--- src/rtl/fetch_sequencer.sv ---
// Instruction fetch sequencer: PC/IR ownership, shared imem port arbitration between fetch and loader.
// Optional fetch performance counter enabled by defining FETCH_PERF_COUNT_EN.
module fetch_sequencer #(
  parameter logic [31:0] START_PC = 32'h0000_0000,
  parameter int          ADDR_W   = 12,
  parameter logic [31:0] NOP_WORD = 32'h0000_0000
) (
  input  logic              CLK,
  input  logic              RESET,
  input  logic              start,
  input  logic              halt,
  input  logic              stall,
  input  logic              branch_taken,
  input  logic [31:0]       branch_target,
  input  logic              load_valid,
  input  logic [ADDR_W-1:0] load_addr,
  input  logic [31:0]       load_data,
  output logic              load_ready,
  output logic [ADDR_W-1:0] imem_addr,
  output logic              imem_re,
  output logic              imem_we,
  output logic [31:0]       imem_wdata,
  input  logic [31:0]       imem_rdata,
  output logic [31:0]       pc,
  output logic [31:0]       pc_plus4,
  output logic [31:0]       ir,
  output logic              ir_valid,
  output logic [1:0]        state
`ifdef FETCH_PERF_COUNT_EN
  ,
  output logic [31:0]       perf_fetch_count
`endif
);

  typedef enum logic [1:0] {
    IDLE   = 2'b00,
    RUN    = 2'b01,
    HALTED = 2'b10
  } state_t;

  state_t state_q;

  assign state    = state_q;
  assign pc_plus4 = pc + 32'd4;

  // Port arbitration. Gating with RESET keeps the memory quiet while reset is held.
  always_comb begin
    // NOTE: every output gets a default first so no path leaves a latch.
    load_ready = 1'b0;
    imem_we    = 1'b0;
    imem_re    = 1'b0;
    imem_addr  = load_addr;
    imem_wdata = load_data;
    if (RESET) begin
      if (state_q == RUN) begin
        imem_addr = pc[ADDR_W+1:2];
        imem_re   = ~stall;
      end else begin
        load_ready = 1'b1;
        imem_we    = load_valid;
      end
    end
  end

  // NOTE: all state is updated with non-blocking assignments so every register samples pre-edge values.
  always_ff @(posedge CLK or negedge RESET) begin
    if (!RESET) begin
      state_q          <= IDLE;
      pc               <= START_PC;
      ir               <= NOP_WORD;
      ir_valid         <= 1'b0;
`ifdef FETCH_PERF_COUNT_EN
      perf_fetch_count <= 32'd0;
`endif
    end else begin
      unique case (state_q)
        IDLE: begin
          if (start) begin
            state_q <= RUN;
            pc      <= START_PC;
          end
        end
        HALTED: begin
          if (start) state_q <= RUN;
        end
        RUN: begin
          if (halt) begin
            state_q  <= HALTED;
            ir_valid <= 1'b0;
          end else if (branch_taken) begin
            // Redirect targets are word aligned; the low address bits are discarded.
            pc       <= branch_target & ~32'd3;
            ir       <= NOP_WORD;
            ir_valid <= 1'b0;
          end else if (!stall) begin
            ir       <= imem_rdata;
            ir_valid <= 1'b1;
            pc       <= pc_plus4;
`ifdef FETCH_PERF_COUNT_EN
            perf_fetch_count <= perf_fetch_count + 32'd1;
`endif
          end
        end
        default: state_q <= IDLE;
      endcase
    end
  end

endmodule
--- config.mk ---
export PLATFORM = sky130hd
export DESIGN_NAME = fetch_sequencer
export DESIGN_NICKNAME = d
export VERILOG_FILES = /design/src/rtl/fetch_sequencer.sv
export SDC_FILE = /design/constraint.sdc
export NUM_CORES = 1
export LEC_CHECK = 0
export CORE_MARGIN = 1.5
export CORE_UTILIZATION = 38
export CTS_BUF_LIST = sky130_fd_sc_hd__clkbuf_2 sky130_fd_sc_hd__clkbuf_4 sky130_fd_sc_hd__clkbuf_8
export DETAILED_ROUTE_END_ITERATION = 10
export PLACE_DENSITY_LB_ADDON = 0.08
export SKIP_LAST_GASP = 1
export SLEW_MARGIN = 40
export SYNTH_ARGS = -nofsm -noshare
export SYNTH_HDL_FRONTEND = slang
export SYNTH_SLANG_ARGS = --single-unit
export TNS_END_PERCENT = 1
--- constraint.sdc ---
create_clock -name CLK -period 2.9 [get_ports CLK]
set_clock_uncertainty 0.2 [all_clocks]
set_input_delay 0.87 -clock CLK [delete_from_list [all_inputs] [get_ports CLK]]
set_output_delay 0.87 -clock CLK [all_outputs]
set_load 0.03 [all_outputs]
After elaboration in Yosys (flattened, before gate mapping)
Index checks and enable logic that the tools add are counted.

Eq/ne operators: 9. Reductions and logical operators: 7. Multiplexer cells: 21. Add/subtract/negate cells: 1. Bitwise gates (word level): 2.

Operator list (number): $mux 32 (6); $pmux 32 s2 (1); $add 32x3->32 const B (1); $mux 12 (2); $mux 1 (9); $ne 2x2->1 const B (3); $mux 2 (2); $ne 2x1->1 const B (2); $pmux 2 s2 (1); $reduce_and 2->1 (2); $reduce_and 4->1 (1); $ne 3x2->1 const B (1); $ne 3x3->1 const B (1); $reduce_and 3->1 (1); $eq 2x1->1 const B (1); $eq 2x2->1 const B (1); $logic_not 2->1 (1); $not 1->1 (2); $reduce_bool 2->1 (1); $reduce_or 2->1 (1).

Logic and storage cells: 44. Register bits: 67. Output and inout port bits: 146.

Logic depth before layout (Yosys ltp)
Gate-level depths: netlist of run 1.

Depth in word-level cells: 5. Depth in mapped cells: 8. Depth with buffers taken out: 6.

Least setup slack after synthesis of run 1
No wires, ideal clock.

Path kind: input to output. From: input port RESET. To: output port imem_addr[0]. Cell stages on the path: 3. Arrival: 2.011 ns. Setup slack: -0.181 ns. Buffers on the path: 1. Cells stage by stage: nand3b_1 > clkbuf_1 > o21ai_0.

Cells in the longest elaborated chain, start to end: 1.

RTL lines: start: declaration (RTL line 9) `input logic RESET,`; $mux 12 (RTL line 54) `if (RESET) begin`; end: declaration (RTL line 19) `output logic [ADDR_W-1:0] imem_addr,`.

Every way passes these cells.

Final worst setup path of run 1
From: register pc[3]. To: output port pc_plus4[28].

Cells in the longest elaborated chain, start to end: 1.

RTL lines: start: declaration (RTL line 24) `output logic [31:0] pc,`; start signal: assignment (RTL line 92) `pc <= branch_target & ~32'd3;`; start signal: assignment (RTL line 98) `pc <= pc_plus4;`; $add 32x3->32 (RTL line 44) `assign pc_plus4 = pc + 32'd4;`; end: declaration (RTL line 25) `output logic [31:0] pc_plus4,`.

Every way passes these cells.

==> metrics, run 1 <==
first-pass GRT wire length=21.2 mm; r2r startpoint=state[1]; Rel. slew slack=52.9%; WP data required=1830 ps; Synth Area per Inst=8.69 µm²; Final Max Tran Viols=0; Reg clk slew, reported paths=90 ps; EDFF count, synth=0; Fillers=965; CTS root buffer=clkbuf_8; launch point of the worst path=pc[3]; Clock Path Buffers=2; Hold Path Class=flip-flop to flip-flop; RD Place Congestion=0.855; Initial Utilization=39.5%; Post-synth top flop=dfrtp_1; Tcrit/Tclk final=104%; Worst Tran Pin Value=706 ps; Seq cells post-synth=65; via/cell ratio=5.21; Final TNS setup=-2500 ps; clk_lat worst skew=350 ps; non-filler cells, final=810; Post-layout nets=785; clk sink count=65; First DRT Iteration DRCs=218; routed vias=4,224; area of the core=0.0105 mm²; GRT Total Usage=23.4%; num rows=37; setup ws final=-128 ps; die area=0.0115 mm²; pwr dens=688 mW/mm²; setup violators final=34; wire per inst=16.7 µm; Startpoint Class=flip-flop; global route total overflow=0; ratio of cells with drive above 1 in the final layout=20.9%; status=finished with violations; initial antenna violation count=0; drt drc=0; Synth cell types=49; Max Cap Viol=0; min cycle time layout=3030 ps; YS warnings=0; H-tree levels=3; synthesized area=0.00414 mm²; first drt pass iteration count=4; Leak=0.00288 µW; CTS buffer count=9; Area Growth Syn to Fin=54.1%; final antenna-violating net count=0; hpwl dp=9.60 mm; Die H=107 µm; sequential share of the synthesized area=39.3%; Worst EP arrival=1960 ps; setup slack at placement=-429 ps; Top-Level Pins=261; number of port buffers=190; final hold viol count=0; Post-Place Cells=782; Critical Path End Type=primary output; vias in the first global route=4,178; width of the die=107 µm; ant diodes=0; asr flop ratio synth=100%; failing checks=setup timing; Cells after Synth=476; fin util=60.9%; unrepaired setup endpoints after global routing=true; crit-path max FO=5; critical path class=flip-flop to primary output; CTS tree=yes; final WL=13.5 mm; VDD IR-drop max=0.309 mV; fmax=330 MHz; minimum hold slack=284 ps; hold_sp=ir[29]; largest net degree at the start of global routing=68
[worst paths after layout]
| path | end | slack [ps] | cells after the start |
|---|---|---|---|
| max in group asynchronous | pc[17] | 1620 | 2 |
| hold reg to reg | ir[29] | 280 | 2 |
| hold / removal | ir[29] | 280 | 2 |
| min in group asynchronous | pc[7] | 430 | 2 |
| setup / recovery | pc_plus4[28] | -130 | 7 |
| setup reg to reg | pc[26] | 640 | 7 |
[power by group]
part | total, µW | switching, µW | internal [µW]
logic | 2370 | 1370 | 1010
registers | 1300 | 154 | 1140
clock network | 717 | 401 | 316
total | 4390 | 1920 | 2470
[registers in the layout (all words and copies together) (netlist names)]
signal	flops
ir	32
ir_valid	1
pc	30
state	2
[per-stage QoR]
stage | area, µm² | total power (µW)
after floorplan | 4150 | 2650
after global placement | 6050 | 3630
after detailed placement | 6060 | 3670
after CTS | 6340 | 4410
after global routing | 6370 | 4630
final | 6370 | 4390
[timing repair]
item	CTS	global route
setup endpoints to repair	36	37
cloned	1	0
hold buffers	0	0
resized for setup	43	1
buffers inserted	7	4
pin swaps	6	3
[routing by layer]
metal	vias up	share of wire, %	GRT usage (%)
li1	1998	-	-
met1	1993	42	30.3
met2	202	47	38.0
met3	31	8.0	5.02
met4	0	2.9	9.87
met5	-	0	0
[layout by cell type (no fill, tap or decap), types with 11 or more instances in the layout]
cell type / count
clkdlybuf4s50_1: 146
nand2_1: 51
nor2_1: 23
and3_1: 12
dfrtp_1: 65
xor2_1: 11
buf_4: 83
nand2b_1: 36
o21ai_1: 14
o21ai_0: 44
a21oi_1: 15
xnor2_1: 17
[final cells by class]
| class | count | area [µm²] | area share [%] |
|---|---|---|---|
| well taps | 136 | 170 | 2.67 |
| clock inverters | 7 | 52.6 | 0.824 |
| flip-flops and latches | 65 | 1630 | 25.5 |
| inverters | 9 | 33.8 | 0.530 |
| repair buffers | 246 | 2270 | 35.6 |
| multi-input cells | 338 | 2100 | 32.9 |
| clock buffers | 9 | 124 | 1.94 |
[cell usage after synthesis (all sizes together), types with 7 or more instances]
cell    number  area (µm²)
inv          9        33.8
nand4       10        62.6
buf         50         369
dfrtp       65        1630
xnor2       17         149
nand3       10        60.1
mux2        10         113
clkbuf      18        68.8
and4         7        61.3
a22oi       10        75.1
nand2       51         191
nor2        26         108
a21oi       15        75.1
o21ai       59         299
nand2b      36         225
and3        15        93.8
o22ai        8        50.1
xor2        11        96.3
[logic make-up after synthesis]
| family | after synthesis | share of synthesized area [%] |
|---|---|---|
| AOI/OAI and AO/OA | 118 | 17.2 |
| xor gates and xnor gates | 28 | 5.93 |
| adders and majority gates | 1 | 0.302 |
| buffers and inverters | 77 | 11.4 |
| DFF | 65 | 39.3 |
| muxes | 13 | 3.45 |
| other | 1 | 0.0907 |
| and+or+nand+nor | 173 | 22.3 |
[worst max-delay path, cell delays in order (launching register included)]
cell	delay [ps]
dfrtp_1	400
ha_2	200
buf_6	110
and4_4	240
buf_6	120
and3_4	200
xor2_1	150
buf_4	180
No activity file was read; power rests on OpenSTA's default activity.
==> inputs of run 2 (changes only) <==
HOLD_SLACK_MARGIN = 0.12   (was unset)
==> results of run 2 <==
The final DEF is identical to that of run 1; final timing and power are the same.
==> variant 1: new RTL, settings of run 2 <==
Reset style: synchronous (`RESET`), changed in one clocked block.
--- a/src/rtl/fetch_sequencer.sv
+++ b/src/rtl/fetch_sequencer.sv
@@ -63,7 +63,7 @@
   end
 
   // NOTE: all state is updated with non-blocking assignments so every register samples pre-edge values.
-  always_ff @(posedge CLK or negedge RESET) begin
+  always_ff @(posedge CLK) begin
     if (!RESET) begin
       state_q          <= IDLE;
       pc               <= START_PC;
Check against the original RTL: differs if RESET is asserted again (counterexample within 4 cycles, from zero or initial values and one cycle with RESET low); with RESET held inactive, the same outputs for 4 cycles.
==> variant 1 against run 2 <==
The flow still finishes with violations (setup timing). Final area is 0.67% higher. Sequential cell count unchanged. Routed wire length down 0.13%. Worst setup slack worse by 0.12 ns. Worst hold slack lost 0.033 ns. Synthesized area down 4.6%. Largest cell class unchanged.
Power is not compared: it rests on default switching activity, and its combinational part moved more than twofold at a synthesized area within 25%.
==> variant 1: results (changes against run 2) <==
- Violated checks: setup timing
- Capture point of the worst reg-to-reg path: pc[30]$_SDFFE_PN0P_
- Capturing element of the worst setup path: pc_plus4[30]
- Arrival time of the worst setup path: 2.08 ns (+0.12 ns)
- Global-route wire length before repair: 21.8 mm (+2.8%)
- Placed wire-length estimate after detailed placement: 9.73 mm (+1.3%)
- GRT Total Usage: 24.4% (+0.98 points)
- Post-synth top cells: sky130_fd_sc_hd__nand2_1 (66), sky130_fd_sc_hd__dfxtp_1 (65), sky130_fd_sc_hd__a21oi_1 (52)
- Clock buffer depth: 2 (unchanged)
- Largest net degree at the start of global routing: 63 (-7.4%)
- Area contributors post-synth: sky130_fd_sc_hd__dfxtp_1 (33%), sky130_fd_sc_hd__buf_4 (6.8%), sky130_fd_sc_hd__a21oi_1 (6.6%), sky130_fd_sc_hd__nand3b_1 (6.5%), sky130_fd_sc_hd__nand2_1 (6.3%)
- Critical path's slowest cell: sky130_fd_sc_hd__dfxtp_2
- Violation count after the first detailed-routing iteration: 185 (-15%)
- Final-report setup violation count: 36 (+5.9%)
- Fraction of registers with async set or reset after synthesis: 0% (-100 points)
- Number of fill cells in the layout: 915 (-5.2%)
- Final setup slack of the worst path: -0.248 ns (-0.121 ns)
- Proportion of synthesized chip area in sequential cells: 33.0% (-6.4 points)
- Number of antenna violations at the first check in global routing: 0 (unchanged)
- Post-Place Setup Slack: -0.280 ns (+0.150 ns)
- Gp weighted congestion: 0.886 (+3.5%)
- Via count normalized by instance count: 5.20 (-0.33%)
- Max stage delay on crit path: 0.35 ns (-0.05 ns)
- Result of the run: complete, but fails checks
- Detail-routed net length per standard cell: 16.1 µm (-3.8%)
- Main flop type after synthesis: sky130_fd_sc_hd__dfxtp_1
- Cell variety after synth: 51 (+4.1%)
- Number of global-route vias before repair: 4,329 (+3.6%)
[variant 1: cell type report]
class	count	area [µm²]	area share (%)
tap	136	170	2.65
timing repair buffer	251	2350	36.7
multi-input combinational	363	2300	35.8
inverter	10	37.5	0.585
clock inverter	7	125	1.95
clock buffer	9	124	1.93
sequential	65	1310	20.5
[variant 1: how the worst min path moves through the flow]
| stage | start | slack, ns | endpoint |
|---|---|---|---|
| after global routing | ir[29]$_SDFFE_PN0P_ | 0.27 | ir[29]$_SDFFE_PN0P_ |
| after floorplan | pc[10]$_SDFFE_PN0P_ | 0.35 | pc[10]$_SDFFE_PN0P_ |
| after global placement | ir[7]$_SDFFE_PN0P_ | 0.24 | ir[7]$_SDFFE_PN0P_ |
| after detailed placement | ir[15]$_SDFFE_PN0P_ | 0.24 | ir[15]$_SDFFE_PN0P_ |
| final | ir[27]$_SDFFE_PN0P_ | 0.25 | ir[27]$_SDFFE_PN0P_ |
| after CTS | ir[15]$_SDFFE_PN0P_ | 0.25 | ir[15]$_SDFFE_PN0P_ |
[variant 1: cell families after synthesis]
family,after synthesis,synth area share (%)
adders and majority gates,1,0.317
AOI/OAI and AO/OA,122,18.8
xor gates and xnor gates,28,6.21
and+or+nand+nor,197,26.7
muxes,11,3.11
other,1,0.0950
buffers and inverters,83,11.8
DFF,65,33.0
[variant 1: per-stage QoR]
step,setup TNS [ns],util (%),hold slack [ns],std cells,cell area (µm²)
floorplan,-2.51,-,0.352,511,4050
global placement,-2.99,59.6,0.237,818,6070
detailed placement,-3.40,59.6,0.243,818,6070
CTS,-5.45,62.9,0.255,840,6400
global route,-8.21,63.0,0.271,841,6420
finish,-5.23,63.0,0.251,841,6420
[variant 1: per-layer routing]
layer	wire (µm)	global-route usage, %	up-vias	part of all wire (%)
li1	-	-	2128	-
met3	1050	7.92	30	7.8
met5	0	0	-	0
met2	6490	40.3	179	48
met4	297	9.49	0	2.2
met1	5680	29.3	2034	42
[variant 1: report_power, final]
group	total [mW]	internal, mW	switching [mW]
sequential	0.924	0.909	0.0144
clock	0.989	0.580	0.409
combinational	0.485	0.248	0.237
total	2.40	1.74	0.660
[variant 1: what timing repair did]
item | 4_1_cts | 5_1_grt
setup buffers | 5 | 1
resized for setup | 7 | 3
pin swaps | 1 | 2
cloned | 1 | 0
endpoints found under the setup margin | 42 | 39
[variant 1: worst min-delay path: cells and delay by family, from the launching register on]
| family | cells | cell delay (ns) |
|---|---|---|
| AO/OA/AOI/OAI | 1 | 0.05 |
| flip-flops | 1 | 0.31 |
| AND/OR/NAND/NOR | 1 | 0.05 |
==> variant 2: new RTL, flow settings as in run 2 <==
Without the edit above. `ADDR_W`: 12 -> 11.
--- a/src/rtl/fetch_sequencer.sv
+++ b/src/rtl/fetch_sequencer.sv
@@ -2,7 +2,7 @@
 // Optional fetch performance counter enabled by defining FETCH_PERF_COUNT_EN.
 module fetch_sequencer #(
   parameter logic [31:0] START_PC = 32'h0000_0000,
-  parameter int          ADDR_W   = 12,
+  parameter int          ADDR_W   = 11,
   parameter logic [31:0] NOP_WORD = 32'h0000_0000
 ) (
   input  logic              CLK,
Ports: changed (resized imem_addr and load_addr); port bits go from 261 to 259. The function was not compared with the original's and may differ.
==> variant 2 against run 2 <==
The run still ends with setup timing left. Final area is 4.6% higher. First-iteration DRC count fell by 0.46%. Register-to-register slack better by 0.22 ns. Synthesized area increased by 1.6%. Routed wire length is 1.4% higher. Power rose by 9.2%. Sequential cell count is the same. Final cell count up 0.74%. Worst hold slack got worse by 0.0023 ns. Worst setup slack worse by 0.079 ns.
==> variant 2: results (changes against run 2) <==
- Result of the run: complete, but fails checks
- Violated checks: setup timing
- Tot Pwr: 4.79 mW (+9.2%)
- Nets: 786 (+0.13%)
- Final-report setup violation count: 24 (-29%)
- Detail-routed net length per standard cell: 16.8 µm (+0.68%)
- Total Neg Setup Slack: -2.71 ns (-0.216 ns)
- End-of-flow core utilization: 61.8% (+0.82 points)
- Clk_buf instances: 10 (+1)
- VDD IR max: 0.000480 V (+55%)
- Via count normalized by instance count: 5.09 (-2.3%)
- Post-Place Setup Slack: -0.00172 ns (+0.428 ns)
- Inverters: 6 (-3)
- Cell area after placement: 0.00623 mm² (+2.9%)
- Final setup slack of the worst path: -0.207 ns (-0.0792 ns)
- Crit Reg-Reg Startpoint: pc[7]$_DFFE_PN0P_
- GRT Total Usage: 22.8% (-0.66 points)
- Gp weighted congestion: 0.854 (-0.18%)
- Number of buffers other than clock buffers in the final layout: 248 (+0.81%)
- Synthesized area: 0.00420 mm² (+1.6%)
- Synthesized-area fraction occupied by adder cells: 0.298% (-0.0049 points)
- Post-CTS setup buffer count: 0 (-7)
- Setup slack on the worst flop-to-flop path: 0.86 ns (+0.22 ns)
- Violation count after the first detailed-routing iteration: 217 (-0.46%)
- Largest net degree at the start of global routing: 82 (+21%)
- Number of input and output port buffers inserted: 188 (-1.1%)
- Max stage delay on crit path: 0.45 ns (+0.05 ns)
- Power attributed to combinational cells: 2.41 mW (+2%)
- Arrival time of the worst setup path: 2.04 ns (+0.08 ns)
## variant 2: changes by cell type after synthesis, moves of 3 or more
| cell | run 2 | this run |
|---|---|---|
| sky130_fd_sc_hd__nand2_1 | 51 | 54 |
| sky130_fd_sc_hd__o21ai_0 | 44 | 58 |
| sky130_fd_sc_hd__buf_1 | 0 | 4 |
| sky130_fd_sc_hd__o21ai_1 | 14 | 1 |
| sky130_fd_sc_hd__and4_1 | 7 | 3 |
| sky130_fd_sc_hd__and3_1 | 15 | 9 |
| sky130_fd_sc_hd__inv_1 | 9 | 6 |
| sky130_fd_sc_hd__nor3_1 | 5 | 9 |
## variant 2: layer usage
metal | share of wire [%] | up-vias | global-route usage, %
li1 | - | 2010 | -
met1 | 43 | 1946 | 30.8
met2 | 48 | 178 | 37.1
met3 | 7.7 | 23 | 4.58
met4 | 1.3 | 0 | 6.30
met5 | 0 | - | 0
